[src/rtl/otp_stream_controller.sv]
// One-time-pad stream controller: loads a pad store, then XORs each accepted
// message word with the next unused pad word through an internal xor_logic datapath.

module xor_logic #(
  parameter int WIDTH = 32
) (
  input  logic [WIDTH-1:0] a,
  input  logic [WIDTH-1:0] b,
  output logic [WIDTH-1:0] c
);
  assign c = a ^ b;
endmodule

module otp_stream_controller #(
  parameter int WIDTH = 32,
  parameter int DEPTH = 16,
  parameter int AW    = 4
) (
  input  logic             clk,
  input  logic             rst,
  input  logic             clear,
  input  logic             load_en,
  input  logic [WIDTH-1:0] load_data,
  input  logic             start,
  input  logic             in_valid,
  input  logic [WIDTH-1:0] in_data,
  output logic             in_ready,
  output logic             out_valid,
  output logic [WIDTH-1:0] out_data,
  input  logic             out_ready,
  output logic [AW:0]      remaining,
  output logic             exhausted,
  output logic             error
);

  typedef enum logic [1:0] {IDLE, LOAD, RUN, EXHAUSTED} state_e;

  localparam logic [AW:0] CNT_ONE = {{AW{1'b0}}, 1'b1};
  localparam logic [AW:0] CNT_MAX = (AW+1)'(DEPTH);

  state_e           state_q, state_d;
  logic [WIDTH-1:0] pad_q [DEPTH];
  // pad_count doubles as the write pointer: slots are filled strictly in order.
  logic [AW:0]      pad_count_q, pad_count_d;
  logic [AW:0]      rd_ptr_q, rd_ptr_d;
  logic             out_valid_q, out_valid_d;
  logic [WIDTH-1:0] out_data_q, out_data_d;
  logic             error_q, error_d;
  logic             pad_we;
  logic [AW-1:0]    pad_waddr;
  logic [WIDTH-1:0] xor_result;
  logic             xfer;

  xor_logic #(.WIDTH(WIDTH)) u_xor (
    .a (in_data),
    .b (pad_q[rd_ptr_q[AW-1:0]]),
    .c (xor_result)
  );

  assign in_ready  = (state_q == RUN) && (!out_valid_q || out_ready);
  assign xfer      = in_valid && in_ready;
  assign out_valid = out_valid_q;
  assign out_data  = out_data_q;
  assign remaining = pad_count_q - rd_ptr_q;
  assign exhausted = (state_q == EXHAUSTED);
  assign error     = error_q;

  always_comb begin
    // NOTE: every signal gets a default first so no path through the case infers a latch.
    state_d     = state_q;
    pad_count_d = pad_count_q;
    rd_ptr_d    = rd_ptr_q;
    out_valid_d = out_valid_q && !out_ready;
    out_data_d  = out_data_q;
    error_d     = error_q;
    pad_we      = 1'b0;
    pad_waddr   = pad_count_q[AW-1:0];

    unique case (state_q)
      IDLE: begin
        if (load_en) begin
          pad_we      = 1'b1;
          pad_count_d = CNT_ONE;
          state_d     = LOAD;
        end else if (start) begin
          error_d = 1'b1;
        end
      end
      LOAD: begin
        if (load_en) begin
          if (pad_count_q < CNT_MAX) begin
            pad_we      = 1'b1;
            pad_count_d = pad_count_q + CNT_ONE;
          end else begin
            error_d = 1'b1;
          end
        end
        if (start) begin
          state_d  = RUN;
          rd_ptr_d = '0;
        end
      end
      RUN: begin
        if (load_en || start) error_d = 1'b1;
        if (xfer) begin
          out_data_d  = xor_result;
          out_valid_d = 1'b1;
          rd_ptr_d    = rd_ptr_q + CNT_ONE;
          if (rd_ptr_q + CNT_ONE == pad_count_q) state_d = EXHAUSTED;
        end
      end
      EXHAUSTED: begin
        if (load_en || start) error_d = 1'b1;
      end
      default: state_d = IDLE;
    endcase

    if (clear) begin
      state_d     = IDLE;
      pad_count_d = '0;
      rd_ptr_d    = '0;
      out_valid_d = 1'b0;
      out_data_d  = '0;
      error_d     = 1'b0;
      pad_we      = 1'b0;
    end
  end

  always_ff @(posedge clk or posedge rst) begin
    if (rst) begin
      state_q     <= IDLE;
      pad_count_q <= '0;
      rd_ptr_q    <= '0;
      out_valid_q <= 1'b0;
      out_data_q  <= '0;
      error_q     <= 1'b0;
    end else begin
      state_q     <= state_d;
      pad_count_q <= pad_count_d;
      rd_ptr_q    <= rd_ptr_d;
      out_valid_q <= out_valid_d;
      out_data_q  <= out_data_d;
      error_q     <= error_d;
    end
  end

  // NOTE: the pad store is deliberately reset and zeroized so no key material survives a flush.
  always_ff @(posedge clk or posedge rst) begin
    if (rst) begin
      for (int i = 0; i < DEPTH; i++) pad_q[i] <= '0;
    end else if (clear) begin
      for (int i = 0; i < DEPTH; i++) pad_q[i] <= '0;
    end else if (pad_we) begin
      pad_q[pad_waddr] <= load_data;
    end
  end

endmodule
[config.mk]
export PLATFORM = sky130hd
export DESIGN_NAME = otp_stream_controller
export DESIGN_NICKNAME = d
export VERILOG_FILES = /design/src/rtl/otp_stream_controller.sv
export SDC_FILE = /design/constraint.sdc
export NUM_CORES = 1
export LEC_CHECK = 0
export ABC_CLOCK_PERIOD_IN_PS = 20600
export BUFFER_PORTS_ARGS = -buffer_cell sky130_fd_sc_hd__buf_2
export CORE_ASPECT_RATIO = 0.75
export CORE_MARGIN = 2
export CORE_UTILIZATION = 59
export CTS_BUF_LIST = sky130_fd_sc_hd__clkbuf_2
export CTS_CLUSTER_DIAMETER = 150
export CTS_CLUSTER_SIZE = 24
export DETAILED_ROUTE_END_ITERATION = 10
export PLACE_DENSITY = 0.76
export SETUP_SLACK_MARGIN = 0.5
export SLEW_MARGIN = 30
export SYNTH_ARGS = -nofsm -noshare
export SYNTH_HDL_FRONTEND = slang
export SYNTH_SLANG_ARGS = --single-unit
[constraint.sdc]
create_clock -name clk -period 20.6 [get_ports clk]
set_input_delay 3.09 -clock clk [delete_from_list [all_inputs] [get_ports clk]]
set_output_delay 3.09 -clock clk [all_outputs]
set_load 0.01 [all_outputs]
==> qor_table.md, run 1 <==
| Parameter | Value | Unit |
|:---|:---|:---|
| Detailed Routing Iterations Pass 1 | 6 | - |
| Post-Syn Area | 25200 | um2 |
| Total clock sinks | 558 | - |
| Number of standard cells in the layout, taps in and fillers out | 2871 | - |
| Number of buffers inserted by hold repair at cts | 0 | - |
| Power density cells | 72.2 | nW/um2 |
| Number of synthesized register bits | 558 | - |
| Most Frequent Cell on Critical Path | buf_2 | - |
| DRC marker count from the first detailed-route iteration | 1996 | - |
| Pre-CTS worst setup slack | 13.79 | ns |
| Number of max-cap violations | 0 | - |
| Critical path, cell by cell | buf_2 > nand2b_1 > and2_1 > buf_2 | - |
| Unrepaired setup endpoints after global routing | false | - |
| Final Max Tran Viols | 0 | - |
| Worst Path Arrival | 3.72 | ns |
| Overall global routing resource usage | 31.7 | % |
| Maximum fanout along the worst path | 4 | - |
| Launching element type of the critical path | primary input | - |
| Summed negative setup slack over all endpoints | 0 | ns |
| Portion of synthesized cell area occupied by the leading cell type | 55.5 | % |
| Area of the core | 42000 | um2 |
| Fin worst setup slack | 13.79 | ns |
| Highest ir drop seen on vdd | 0.0656 | mV |
| Maximum frequency from static timing analysis | 0.147 | GHz |
| Final number of setup-violating endpoints | 0 | - |
| Highest-delay cell along the critical path | nand2b_1 | - |
| Placed wire-length estimate | 40200 | um |
| Antenna violations before repair | 1 | - |
| Unique cell type count in the Yosys netlist | 48 | - |
| Final core area utilization | 62.1 | % |
| Worst endpoint required time | 17.51 | ns |
| Cells taking the most area after synthesis | dfrtp_1, mux4_2, o21ai_0, nand2_1, mux2i_1 | - |
| Boundary pin count | 112 | - |
| Number of buffers between clock root and the deepest sink | 3 | - |
| Max-slew headroom | 33.7 | % |
| Largest net degree at the start of global routing | 136 | - |
| Yosys Warn Count | 0 | - |
| Insertion delay to the later sink of the worst-skew pair | 1.18 | ns |
| Total detailed-routing wirelength | 69000 | um |
| Final weighted congestion in routability-driven placement | 0.805 | - |
| Die ar. | 44300 | um2 |
| Worst hold slack | 0.510 | ns |
| Ratio of cells with drive above 1 in the final layout | 15.6 | % |
| Final period util | 33.1 | % |
| Final hold viol count | 0 | - |
| Height of the die | 183 | um |
| TritonCTS buffer count | 27 | - |
| Final design area excluding fillers | 26100 | um2 |
| P_leak | 11.8 | nW |
| Clock root cell | clkbuf_2 | - |
| Cell type with the highest aggregate area in the netlist | dfrtp_1 | - |
| Worst-Margin Slew | 0.991 | ns |
| Congestion Overflow GR | 0 | - |
| Total of cells resized after clock tree synthesis | 0 | - |
| Synthesized area divided by synthesized cell count | 10.9 | um2 |
| Category of the worst setup path capture point | primary output | - |
| P&R area growth vs syn | 3.83 | % |
| Total Power | 1.89 | mW |
| # nets final | 2385 | - |
| Delay of the slowest cell on the worst path | 0.21 | ns |
| Gate Count Post-Synth | 2300 | - |
| Class of the most critical hold timing path | register to register | - |
| Placed instance area | 25900 | um2 |
| Count of nets left with antenna violations after detail routing | 0 | - |
| Number of cell rows | 65 | - |
| Horizontal die dimension | 242 | um |
| Via count normalized by instance count | 6.44 | - |
| Vias post-DR | 18500 | - |
| Starting utilization of the core area | 59.8 | % |
| Post-CTS repair timing setup buffer count | 0 | - |
| Fraction of synthesis flops using an asynchronous set or reset pin | 100 | % |
| Clock slew at reported path FFs | 0.41 | ns |
| Setup clock skew after layout | 0.107 | ns |
| Proportion of synthesized chip area in sequential cells | 55.5 | % |
| Category of the most critical setup path | primary input to primary output | - |
| Number of global-route vias before repair | 18600 | - |
| Buffers added on ports | 111 | - |
| Final period demand of the worst path | 6.81 | ns |
| Number of enable flip-flop cells after synthesis | 0 | - |
| Routed len/inst | 24.0 | um |
| Outcome | finished clean | - |
| Depth of the CTS H-tree | 1 | - |
| Wire length of the first global-routing pass | 108000 | um |
| Net count of the mapped netlist | 2385 | - |
| Inst Count DP | 2840 | - |
| Top flip-flop cell by instance count after synthesis | dfrtp_1 | - |
| DRC violations left | 0 | - |
| Clock tree from TritonCTS | done | - |
-- cell type report --
type	instances	area [um2]
fill	3385	15900
sequential	558	14000
multi-input combinational	1542	10300
timing repair buffer	156	912
tap	569	712
clock buffer	28	140
inverter	15	71.3
clock inverter	2	23.8
antenna	1	2.50
-- cells in the mapped netlist (2+ instances only) --
| master | n |
|---|---|
| mux2i_1 | 64 |
| buf_12 | 3 |
| buf_2 | 39 |
| xnor2_1 | 68 |
| nand2b_1 | 4 |
| a31oi_1 | 4 |
| a22oi_2 | 29 |
| inv_1 | 14 |
| buf_6 | 8 |
| ha_1 | 13 |
| a22o_1 | 2 |
| clkbuf_1 | 104 |
| a21oi_1 | 6 |
| a21o_1 | 2 |
| a2111o_1 | 2 |
| mux2_2 | 2 |
| nand2_1 | 630 |
| buf_4 | 7 |
| nor2_1 | 10 |
| xor2_1 | 4 |
| o21ai_0 | 523 |
| a22oi_1 | 4 |
| and2_1 | 2 |
| buf_1 | 23 |
| mux4_2 | 128 |
| nand3_1 | 6 |
| nor2b_1 | 6 |
| dfrtp_1 | 558 |
| o21a_1 | 16 |
-- critical path, delay by kind of cell --
kind	cells	cell delay, ns
buffers and inverters	2	0.23
AND/OR/NAND/NOR	2	0.40
-- per-layer routing --
layer | global-route usage (%) | share of wire [%] | vias up
li1 | - | - | 7871
met1 | 45.8 | 40 | 9453
met2 | 48.9 | 46 | 1025
met3 | 7.43 | 11 | 146
met4 | 9.46 | 3.1 | 0
met5 | 0 | 0 | -
-- sequential cells by signal, summed over array words and instances, names as in the netlist --
register / cells
pad_q: 512
out_data: 32
pad_count_q: 5
rd_ptr_q: 5
state_q: 2
error: 1
out_valid: 1
-- power breakdown --
part	internal (mW)	leakage [nW]	total (mW)	switching, mW
combinational	0.104	3.86	0.356	0.252
sequential	1.14	7.77	1.17	0.0287
clock	0.0385	0.130	0.363	0.324
-- placed cells by master (no fill, tap or decap), drive strengths merged, types with 16 or more instances in the layout --
master | netlist | routed
a22oi | 33 | 33
nand2 | 630 | 630
mux4 | 128 | 128
mux2i | 64 | 64
buf | 81 | 156
o21a | 16 | 16
dfrtp | 558 | 558
clkbuf | 104 | 28
o21ai | 525 | 525
xnor2 | 68 | 68
-- logic make-up after synthesis --
logic type      after synthesis  share of synthesized area, %
simple gates                664                          10.1
compound gates              597                          13.2
flops                       558                          55.5
buf+inv                     200                          3.76
mux                         194                          14.1
xor+xnor                     73                          2.60
fa+ha+maj                    14                         0.726
-- worst paths after layout --
| path | depth (start not counted) | from | to | slack [ns] |
|---|---|---|---|---|
| min reg2reg | 2 | out_data[15]$_DFFE_PP0P_ | out_data[15]$_DFFE_PP0P_ | 0.51 |
| min | 2 | out_data[15]$_DFFE_PP0P_ | out_data[15]$_DFFE_PP0P_ | 0.51 |
| max | 4 | out_ready | in_ready | 13.79 |
| min in group asynchronous | 2 | rst | error$_DFFE_PP0P_ | 1.91 |
| max reg2reg | 6 | rd_ptr_q[3]$_DFFE_PP0P_ | out_data[20]$_DFFE_PP0P_ | 17.18 |
| max in group asynchronous | 5 | rst | pad_q[160]$_DFFE_PP0P_ | 16.03 |
Note: power is estimated with default switching activity, not from simulation.
==> inputs of run 2 (changes only) <==
- ABC_CLOCK_PERIOD_IN_PS: 20600 -> 6700
- clock period: 20.6 -> 6.7 ns (I/O delays scaled with it)
==> run 2 against run 1 <==
- sequential share of layout area decreased by 0.33 points
- non-clock buffer count is 6 higher
- setup slack worse by 11 ns
- clock power grew to 3.1 times the previous value
- die area unchanged
- sequential cell count did not move
- clock-buffer cell count unchanged
- routed wire length grew 0.86%
==> qor_table.md, run 2 (synthesis results as in run 1) <==
| Parameter | Value | Unit |
|:---|:---|:---|
| Critical register-to-register path startpoint | state_q[1]$_DFFE_PP0P_ | - |
| Worst Path Arrival | 3.35 | ns |
| Total buffers and inverters traversed by the critical path | 2 | - |
| Final design area excluding fillers | 26300 | um2 |
| Pre-CTS worst setup slack | 3.43 | ns |
| Detailed Routing Iterations Pass 1 | 6 | - |
| Highest ir drop seen on vdd | 0.195 | mV |
| Final Max Tran Viols | 0 | - |
| Total Power | 5.82 | mW |
| Category of the worst setup path capture point | primary output | - |
| Depth of the worst register-to-register path | 8 | - |
| DRC violations left | 0 | - |
| Endpoint of the worst-slack reg-to-reg timing path | pad_q[83]$_DFFE_PP0P_ | - |
| Setup clock skew after layout | 0.114 | ns |
| Largest net degree at the start of global routing | 179 | - |
| Count of nets left with antenna violations after detail routing | 0 | - |
| Unrepaired setup endpoints after global routing | false | - |
| Overall global routing resource usage | 31.8 | % |
| Hold Crit Depth | 4 | - |
| Via count normalized by instance count | 6.42 | - |
| Critical path, cell by cell | inv_4 > ha_1 > a21o_1 > a21oi_1 > xor2_1 > buf_2 | - |
| Vias post-DR | 18500 | - |
| Kind of cell adding the most delay to the critical path | buffers and inverters | - |
| Maximum fanout along the worst path | 28 | - |
| Max-slew headroom | 33.4 | % |
| Fin worst setup slack | 2.35 | ns |
| Number of standard cells in the layout, taps in and fillers out | 2876 | - |
| Horizontal die dimension | 242 | um |
| Placed instance area | 26000 | um2 |
| CP startpoint | rd_ptr_q[2]$_DFFE_PP0P_ | - |
| Number of global-route vias before repair | 18800 | - |
| Final number of setup-violating endpoints | 0 | - |
| Total detailed-routing wirelength | 69600 | um |
| Clock slew at reported path FFs | 0.45 | ns |
| Category of the most critical setup path | register to primary output | - |
| Delay of the slowest cell on the worst path | 0.58 | ns |
| Area of the core | 42000 | um2 |
| Endpoint with the worst hold slack | out_data[18]$_DFFE_PP0P_ | - |
| Insertion delay to the later sink of the worst-skew pair | 1.20 | ns |
| Most common cell after layout, fill and taps aside | nand2_1 | - |
| TritonCTS buffer count | 27 | - |
| P&R area growth vs syn | 4.47 | % |
| # nets final | 2391 | - |
| Launching element type of the critical path | register | - |
| Worst-case register-to-register setup slack | 3.33 | ns |
| Routed len/inst | 24.2 | um |
| Congestion Overflow GR | 0 | - |
| Startpoint of the tightest hold check path | in_data[18] | - |
| Final period demand of the worst path | 4.35 | ns |
| Register with the most flip-flops | pad_q | - |
| Final hold viol count | 0 | - |
| Wire length of the first global-routing pass | 108000 | um |
| Height of the die | 183 | um |
| Maximum frequency from static timing analysis | 0.230 | GHz |
| Number of max-cap violations | 0 | - |
| Clock tree from TritonCTS | done | - |
| Largest register FFs | 512 | - |
| Boundary pin count | 112 | - |
| Ratio of cells with drive above 1 in the final layout | 15.7 | % |
| Most frequent cells in the layout | nand2_1, dfrtp_1, o21ai_0 | - |
| Total clock sinks | 558 | - |
| Final period util | 64.9 | % |
| Buffers added on ports | 111 | - |
| Highest-delay cell along the critical path | dfrtp_1 | - |
| P_leak | 11.8 | nW |
| Die ar. | 44300 | um2 |
| Depth of the CTS H-tree | 1 | - |
| Starting utilization of the core area | 59.8 | % |
| Number of buffers between clock root and the deepest sink | 3 | - |
| Antenna violations before repair | 4 | - |
| Post-CTS repair timing setup buffer count | 0 | - |
| DRC marker count from the first detailed-route iteration | 2356 | - |
| Clock root cell | clkbuf_2 | - |
| Outcome | finished clean | - |
| Worst-Margin Slew | 0.998 | ns |
| Number of cell rows | 65 | - |
| Inst Count DP | 2840 | - |
| Worst endpoint required time | 5.69 | ns |
| Final weighted congestion in routability-driven placement | 0.838 | - |
| Class of the most critical hold timing path | primary input to register | - |
| Placed wire-length estimate | 40700 | um |
| Power density cells | 222 | nW/um2 |
## run 2: layer usage
layer | GRT usage (%) | wire (um)
met1 | 45.8 | 28500
met2 | 48.2 | 31300
met3 | 8.05 | 7540
met4 | 10.0 | 2200
met5 | 0 | 13
## run 2: metrics by stage
step                utilization [%]  TNS [ns]  hold WS, ns
CTS                            62.2         0       0.0902
floorplan                         -  -1060.62        0.445
global route                   62.5         0       0.0962
global placement               61.7         0        0.446
finish                         62.5         0        0.115
detailed placement             61.8         0        0.451
## run 2: worst register-to-register path, delay by kind of cell (launching register included)
family,cells,cell delay [ns]
compound gates,3,1.53
buf+inv,2,0.62
flops,1,0.50
fa+ha+maj,1,0.33
simple gates,2,0.28
## run 2: how the worst max path moves through the flow
stage	end	slack, ns	cells after the start
floorplan	error$_DFFE_PP0P_	-1.90	1
global placement	out_data[17]$_DFFE_PP0P_	3.47	6
detailed placement	out_data[15]$_DFFE_PP0P_	3.43	6
CTS	remaining[4]	2.29	6
global route	remaining[4]	2.18	6
finish	remaining[4]	2.35	6
## run 2: area by class of cell
type / count / area, um2
antenna: 1 / 2.50
sequential: 558 / 14000
fill: 3332 / 15800
clock buffer: 28 / 140
inverter: 15 / 62.6
clock inverter: 1 / 20.0
timing repair buffer: 162 / 1090
multi-input combinational: 1542 / 10300
tap: 569 / 712
## run 2: what timing repair did
| action | in CTS | in global routing |
|---|---|---|
| resized for setup | 0 | 0 |
| hold buffers | 2 | 0 |
| endpoints found under the hold margin | 37 | 0 |
## run 2: report_power, final
group / internal (mW) / switching (mW) / total (mW)
Combinational: 0.344 / 0.797 / 1.14
Sequential: 3.50 / 0.0717 / 3.57
Clock: 0.116 / 0.991 / 1.11
